==> src/rtl/wb_master_bridge.sv <==
// Wishbone pipelined master bridge: turns single local read/write requests into
// one Wishbone cycle each, with stall, ack, error and timeout handling.
module wb_master_bridge #(
  parameter int unsigned TIMEOUT_CYCLES = 255
) (
  input  logic        wb_clk_i,
  input  logic        wb_rst_i,
  // Local initiator side
  input  logic        local_we,
  input  logic        local_oe,
  input  logic [23:0] local_address,
  input  logic [3:0]  local_byteSelect,
  input  logic [31:0] local_dataWrite,
  output logic [31:0] local_dataRead,
  output logic        local_busy,
  output logic        local_error,
  // Wishbone master side
  output logic        wb_cyc_o,
  output logic        wb_stb_o,
  output logic        wb_we_o,
  output logic [3:0]  wb_sel_o,
  output logic [23:0] wb_adr_o,
  output logic [31:0] wb_data_o,
  input  logic        wb_ack_i,
  input  logic        wb_stall_i,
  input  logic        wb_error_i,
  input  logic [31:0] wb_data_i
);

  localparam int unsigned CntW = $clog2(TIMEOUT_CYCLES + 1);
  // The counter holds the number of bus cycles already spent, so the last
  // allowed cycle is the one where it equals TIMEOUT_CYCLES-1.
  localparam logic [CntW-1:0] CntLast = CntW'(TIMEOUT_CYCLES - 1);

  typedef enum logic [1:0] {StIdle, StRequest, StWait, StDone} state_e;

  state_e state_q, state_d;

  logic [CntW-1:0] cnt_q, cnt_d;
  logic            we_q, we_d;
  logic [3:0]      sel_q, sel_d;
  logic [23:0]     adr_q, adr_d;
  logic [31:0]     wdata_q, wdata_d;
  logic [31:0]     rdata_q, rdata_d;
  logic            error_q, error_d;

  logic req;
  logic active;
  logic resp;
  logic timeout;
  logic fail;
  logic finish;

  // Completion qualifiers shared by next-state and datapath logic
  always_comb begin
    req     = local_we | local_oe;
    active  = (state_q == StRequest) || (state_q == StWait);
    resp    = wb_ack_i | wb_error_i;
    timeout = active && (cnt_q == CntLast);
    // Error beats ack; an ack in the timeout cycle still counts as success.
    fail    = wb_error_i | (timeout & ~wb_ack_i);
    finish  = active & (resp | timeout);
  end

  // State register
  always_ff @(posedge wb_clk_i) begin
    if (wb_rst_i) begin
      state_q <= StIdle;
    end else begin
      state_q <= state_d;
    end
  end

  // Next-state logic
  always_comb begin
    state_d = state_q;
    unique case (state_q)
      StIdle: begin
        if (req) state_d = StRequest;
      end
      StRequest: begin
        // Response or timeout completes even while stalled.
        if (resp || timeout) begin
          state_d = StDone;
        end else if (!wb_stall_i) begin
          state_d = StWait;
        end
      end
      StWait: begin
        if (resp || timeout) state_d = StDone;
      end
      StDone: begin
        state_d = StIdle;
      end
      default: state_d = StIdle;
    endcase
  end

  // Output decode from state
  always_comb begin
    wb_cyc_o   = active;
    wb_stb_o   = (state_q == StRequest);
    local_busy = ((state_q == StIdle) & req) | active;
  end

  // Datapath next-state: request capture, timeout counter, completion data
  always_comb begin
    we_d    = we_q;
    sel_d   = sel_q;
    adr_d   = adr_q;
    wdata_d = wdata_q;
    rdata_d = rdata_q;
    cnt_d   = active ? cnt_q + CntW'(1) : '0;
    error_d = finish & fail;
    if ((state_q == StIdle) && req) begin
      we_d    = local_we;
      sel_d   = local_byteSelect;
      adr_d   = local_address;
      wdata_d = local_dataWrite;
    end
    if (finish) begin
      if (fail) begin
        rdata_d = 32'hFFFF_FFFF;
      end else if (!we_q) begin
        rdata_d = wb_data_i;
      end
    end
  end

  // Datapath registers
  always_ff @(posedge wb_clk_i) begin
    if (wb_rst_i) begin
      cnt_q   <= '0;
      we_q    <= 1'b0;
      sel_q   <= '0;
      adr_q   <= '0;
      wdata_q <= '0;
      rdata_q <= 32'hFFFF_FFFF;
      error_q <= 1'b0;
    end else begin
      cnt_q   <= cnt_d;
      we_q    <= we_d;
      sel_q   <= sel_d;
      adr_q   <= adr_d;
      wdata_q <= wdata_d;
      rdata_q <= rdata_d;
      error_q <= error_d;
    end
  end

  assign wb_we_o        = we_q;
  assign wb_sel_o       = sel_q;
  assign wb_adr_o       = adr_q;
  assign wb_data_o      = wdata_q;
  assign local_dataRead = rdata_q;
  assign local_error    = error_q;

endmodule

==> config.mk <==
export PLATFORM = sky130hd
export DESIGN_NAME = wb_master_bridge
export DESIGN_NICKNAME = d
export VERILOG_FILES = /design/src/rtl/wb_master_bridge.sv
export SDC_FILE = /design/constraint.sdc
export NUM_CORES = 1
export LEC_CHECK = 0
export ABC_AREA = 0
export ABC_CLOCK_PERIOD_IN_PS = 2700
export CORE_MARGIN = 8
export CORE_UTILIZATION = 42
export DETAILED_ROUTE_END_ITERATION = 12
export GPL_ROUTABILITY_DRIVEN = 0
export PLACE_DENSITY_LB_ADDON = 0.2
export SLEW_MARGIN = 20
export SYNTH_ARGS = -nofsm -noshare
export SYNTH_HDL_FRONTEND = slang
export SYNTH_SLANG_ARGS = --single-unit
==> constraint.sdc <==
create_clock -name wb_clk_i -period 2.7 [get_ports wb_clk_i]
set_input_delay 0.54 -clock wb_clk_i [delete_from_list [all_inputs] [get_ports wb_clk_i]]
set_output_delay 0.54 -clock wb_clk_i [all_outputs]
set_load 0.02 [all_outputs]
==> impl_metrics.csv, run 1 <==
group,metric,value,unit
power_and_ir_drop,p_total,5.266,mW
routing,ant_nets,0,
run,drv_cap,0,
synthesis,synthSimpleGateAreaFrac,16.68,%
timing,slew_viol_final,0,
synthesis,yosys_warnings,0,
placed_design,port_buffers,195,
synthesis,netlist_top_cells_area,"dfxtp_1, nand2_1, a21oi_1",
clocking,clock_path_buffers,2,
cells_and_area,final_nets,694,
cells_and_area,diodes,0,
timing,fin_crit_sh,91.30,%
setup_path,setup.worst_path.end,"local_busy",
global_route,grt_pass1_vias,3436,
setup_path,critical-path-slowest-cell,"clkdlybuf4s50_1",
placed_design,dp_worst_setup_slack,0.2610,ns
timing,tightest_slew,0.6380,ns
power_and_ir_drop,power_leakage,2.177,nW
synthesis,yosysUniqueCellTypes,31,
synthesis,syn_area,0.003691,mm²
setup_path,cp.required,2.16,ns
power_and_ir_drop,vdd_drop_max,0.0006261,V
clocking,cts_max_level,3,
placed_design,place_hpwl,8462,µm
synthesis,synth-adder-area-share,1.695,%
placed_design,dp_cells,687,
timing,relSlewSlack,57.47,%
setup_path,reg2regPathDepth,6,
global_route,grt_pass1_wl,16760,µm
placed_design,dpl_cell_area,0.005717,mm²
global_route,grt_max_degree,62,
synthesis,synth_xor_area_share,1.186,%
setup_path,worst-path-buf-inv,2,
cells_and_area,multi_input_area,0.001464,mm²
timing,final-hold-violation-count,0,
setup_path,end_kind,"primary output",
setup_path,arrival,1.93,ns
floorplan,die_h,109.7,µm
floorplan,core,0.008636,mm²
cells_and_area,drive_gt1_share,9.748,%
floorplan,start_util,42.74,%
routing,viasPerCell,4.872,
timing,tns,0,ns
clocking,ctsHoldBuffers,0,
timing,post-route-worst-setup-slack,0.2349,ns
setup_path,cp-start-kind,"flop",
setup_path,crit_path_max_incr_delay,0.61,ns
global_route,grt_usage,17.57,%
cells_and_area,fill_cells,685,
setup_path,crit_start,"state_q[0]",
routing,wl_per_cell,15.81,µm
setup_path,critical-path-top-delay-family,"buffers and inverters",
routing,first_iter_violations,114,
synthesis,synth_mux_area_share,0.2712,%
routing,wl,11110,µm
setup_path,worst-r2r-setup-slack,0.63,ns
global_route,gr-total-overflow,0,
synthesis,synth_compound_area_share,19.32,%
min_path,hold_class,"flop to flop",
synthesis,ys_seq_elements,104,
synthesis,yosysTopAreaCell,"dfxtp_1",
timing,skew,0.01407,ns
setup_path,crit_cells,4,
cells_and_area,final_common_cell,"clkdlybuf4s50_1",
clocking,clock_latency,0.35,ns
synthesis,synth_top_family_by_area,"compound AO/OA/AOI/OAI gates",
floorplan,ios,196,
routing,vias,3425,
clocking,postCtsSetupBuffers,0,
setup_path,timing.rr.end,"local_dataRead[16]",
clocking,cts_tree,"yes",
setup_path,cp_max_fo,5,
clocking,post_cts_resized,0,
timing,max_freq,0.4057,GHz
clocking,numCtsBuffers,9,
cells_and_area,final_core_util,68.23,%
clocking,clk_pin_slew_worst_paths,0.10,ns
clocking,cts_root_buffer,"clkbuf_8",
floorplan,rows,34,
synthesis,synth_top_area_share,56.41,%
floorplan,die-area,0.01204,mm²
cells_and_area,syn_to_final_growth,59.63,%
floorplan,die_w,109.7,µm
synthesis,syn_inst,406,
synthesis,yosysSeqAreaShare,56.41,%
synthesis,synthesis.nets,510,
setup_path,path_class,"flop to primary output",
setup_path,r2r_start,"state_q[0]",
timing,setup_viol,0,
timing,grt_setup_unrepaired,"no",
cells_and_area,fin_area,0.005892,mm²
global_route,antenna_found_initial,0,
clocking,clkSinkCount,104,
timing,fin_hold_ws,0.4561,ns
status,status,"finished, final reports clean",
timing,min_period,2.465,ns
routing,dr.pass1.iters,4,
synthesis,syn-mean-instance-area,9.091,µm²
cells_and_area,layout_common_cells,"clkdlybuf4s50_1, nand2_1, dfxtp_1",
cells_and_area,final_cells,703,
cells_and_area,final-seq-area,0.002082,mm²
setup_path,cp_cell_sequence,"inv_1 > ha_1 > nand2b_1 > clkdlybuf4s50_1",
routing,drc,0,
power_and_ir_drop,power_density,893.7,mW/mm²
-- worst reg2reg max path: stages, from the launching register on --
cell and delay (ns):
dfxtp_1 0.38, inv_1 0.09, ha_1 0.37, nand2b_1 0.26, or3_1 0.38, buf_4 0.24
o22a_2 0.24
-- synthesized netlist by cell type, drive strengths merged --
cell    number
nand2      126
dfxtp      104
a21oi       63
o22a        32
clkbuf      24
nor2        13
ha           5
inv          5
buf          4
o21ai        4
nand2b       3
nand3        3
or3          3
xnor2        3
a31oi        2
nand4        2
xor2         2
a211o        1
a211oi       1
a21o         1
mux2i        1
nor2b        1
nor3         1
o211ai       1
or2          1
-- routing by layer --
metal | GRT usage (%) | up-vias | wire length (µm)
met5 | 0 | - | 0
met4 | 6.847 | 0 | 213
met3 | 6.565 | 16 | 1023
met2 | 30.49 | 127 | 5516
met1 | 19.00 | 1563 | 4360
li1 | - | 1719 | -
-- state kept, by name (all words and copies together) (netlist names) --
signal          cells
wb_adr_o           24
wb_we_o             1
local_dataRead     32
wb_data_o          32
state_q             2
wb_sel_o            4
cnt_q               8
local_error         1
-- logic make-up (layout without fill, tap and decap cells) --
kind of cell / after synthesis / in the layout
fa+ha+maj: 5 / 5
flops: 104 / 104
mux: 1 / 1
simple gates: 153 / 153
xor+xnor: 5 / 5
compound gates: 105 / 105
buf+inv: 33 / 222
-- worst min path at each step --
| stage | start | end | depth (start not counted) |
|---|---|---|---|
| 2_1_floorplan | cnt_q[0] | cnt_q[0] | 1 |
| 3_3_place_gp | wb_adr_o[17] | wb_adr_o[17] | 2 |
| 3_5_place_dp | wb_adr_o[20] | wb_adr_o[20] | 2 |
| 4_1_cts | wb_data_o[7] | wb_data_o[7] | 2 |
| 5_1_grt | wb_adr_o[7] | wb_adr_o[7] | 2 |
| 6_report | wb_data_o[7] | wb_data_o[7] | 2 |
-- power breakdown --
group	leakage, nW	switching [mW]	total [mW]	internal, mW
combinational	1.25	1.31	2.37	1.05
clock	0.0748	0.509	0.871	0.362
sequential	0.852	0.171	2.03	1.86
total	2.18	1.99	5.27	3.27
-- cell type report --
cell class / count / share of cell area, %
Tap cell: 108 / 2.293
Clock inverter: 4 / 0.5097
Sequential cell: 104 / 35.34
Clock buffer: 12 / 2.463
Timing Repair Buffer: 201 / 34.23
Inverter: 5 / 0.3185
Multi-Input combinational cell: 269 / 24.85
Power figures use the tool's default switching activity.
==> inputs of run 2 (changes only) <==
- PLACE_DENSITY: unset -> 0.92
- PLACE_DENSITY_LB_ADDON: 0.2 -> unset
==> impl_metrics.csv, run 2 (same netlist as run 1, synthesis figures left out) <==
group,metric,value,unit
clocking,cts_tree,"yes",
timing,setup_viol,0,
placed_design,port_buffers,195,
floorplan,start_util,42.74,%
clocking,cts_root_buffer,"clkbuf_8",
routing,vias,3491,
clocking,numCtsBuffers,9,
timing,grt_setup_unrepaired,"no",
clocking,clk_pin_slew_worst_paths,0.10,ns
global_route,grt_max_degree,62,
routing,drc,0,
timing,slew_viol_final,0,
clocking,ctsHoldBuffers,0,
cells_and_area,final_core_util,68.24,%
global_route,grt_pass1_vias,3652,
timing,fin_hold_ws,0.4568,ns
placed_design,dp_cells,687,
power_and_ir_drop,power_leakage,2.193,nW
global_route,gr-total-overflow,0,
timing,tightest_slew,0.6075,ns
floorplan,die_w,109.7,µm
routing,first_iter_violations,156,
min_path,hold_class,"flop to flop",
cells_and_area,diodes,0,
power_and_ir_drop,vdd_drop_max,0.0006942,V
cells_and_area,layout_common_cells,"clkdlybuf4s50_1, nand2_1, dfxtp_1",
setup_path,arrival,1.91,ns
setup_path,setup.worst_path.end,"local_busy",
setup_path,timing.rr.end,"local_dataRead[12]",
status,status,"finished, final reports clean",
clocking,postCtsSetupBuffers,0,
clocking,clock_path_buffers,2,
setup_path,end_kind,"primary output",
floorplan,ios,196,
floorplan,die-area,0.01204,mm²
placed_design,place_hpwl,8841,µm
setup_path,cp_max_fo,5,
placed_design,dp_worst_setup_slack,0.2808,ns
global_route,grt_usage,18.57,%
cells_and_area,fin_area,0.005893,mm²
setup_path,r2r_start,"state_q[0]",
setup_path,path_class,"flop to primary output",
power_and_ir_drop,power_density,897.3,mW/mm²
floorplan,rows,34,
routing,wl_per_cell,16.28,µm
global_route,antenna_found_initial,0,
cells_and_area,final_common_cell,"clkdlybuf4s50_1",
cells_and_area,drive_gt1_share,10.08,%
global_route,grt_pass1_wl,17660,µm
timing,final-hold-violation-count,0,
run,drv_cap,0,
floorplan,die_h,109.7,µm
cells_and_area,syn_to_final_growth,59.66,%
cells_and_area,final_cells,703,
clocking,post_cts_resized,0,
placed_design,dpl_cell_area,0.005717,mm²
clocking,clock_latency,0.36,ns
power_and_ir_drop,p_total,5.288,mW
timing,relSlewSlack,59.50,%
routing,viasPerCell,4.966,
setup_path,worst-r2r-setup-slack,0.61,ns
timing,post-route-worst-setup-slack,0.2458,ns
routing,dr.pass1.iters,5,
timing,min_period,2.454,ns
cells_and_area,fill_cells,680,
clocking,clkSinkCount,104,
timing,fin_crit_sh,90.90,%
timing,max_freq,0.4075,GHz
routing,wl,11450,µm
cells_and_area,final-seq-area,0.002082,mm²
timing,skew,0.01584,ns
routing,ant_nets,0,
setup_path,crit_start,"state_q[0]",
floorplan,core,0.008636,mm²
clocking,cts_max_level,3,
cells_and_area,final_nets,694,
timing,tns,0,ns
setup_path,cp-start-kind,"flop",
setup_path,cp.required,2.16,ns
setup_path,reg2regPathDepth,7,
cells_and_area,multi_input_area,0.001464,mm²
[run 2: cell count changes in the layout (fill, tap and decap cells not counted)]
cell and change:
clkinv_2 +2, clkinvlp_4 -3, inv_6 +4, clkbuf_1 -2, clkbuf_8 -1
[run 2: report_power, final]
group	leakage, nW	internal [mW]	switching, mW	total [mW]
clock	0.0908	0.346	0.543	0.889
sequential	0.852	1.86	0.175	2.03
combinational	1.25	1.05	1.31	2.37
[run 2: layout make-up]
| class | instances | share of cell area [%] |
|---|---|---|
| clock inverters | 7 | 0.8917 |
| inverters | 5 | 0.3185 |
| multi-input cells | 269 | 24.84 |
| flip-flops and latches | 104 | 35.33 |
| repair buffers | 201 | 34.22 |
| well taps | 108 | 2.293 |
| clock buffers | 9 | 2.102 |
[run 2: routing by layer]
metal  GRT usage (%)  part of all wire (%)  vias to the layer above
met3           5.744                   8.1                       12
met2           35.10                    54                      131
li1                -                     -                     1725
met1           18.53                    37                     1623
met4           7.040                   1.7                        0
met5               0                     0                        -
[run 2: how the worst min path moves through the flow]
stage | slack, ns | cells after the start | end | startpoint
after floorplan | 0.44 | 1 | cnt_q[0] | cnt_q[0]
after global placement | 0.44 | 2 | wb_data_o[28] | wb_data_o[28]
after detailed placement | 0.45 | 2 | wb_data_o[1] | wb_data_o[1]
after CTS | 0.46 | 2 | wb_data_o[1] | wb_data_o[1]
after global routing | 0.47 | 2 | wb_data_o[27] | wb_data_o[27]
final | 0.46 | 2 | wb_data_o[27] | wb_data_o[27]
[run 2: worst max-delay path, cell delays in order (launching register included)]
cell and delay, ns:
dfxtp_1 0.38, inv_1 0.09, ha_1 0.36, nand2b_1 0.13, clkdlybuf4s50_1 0.61
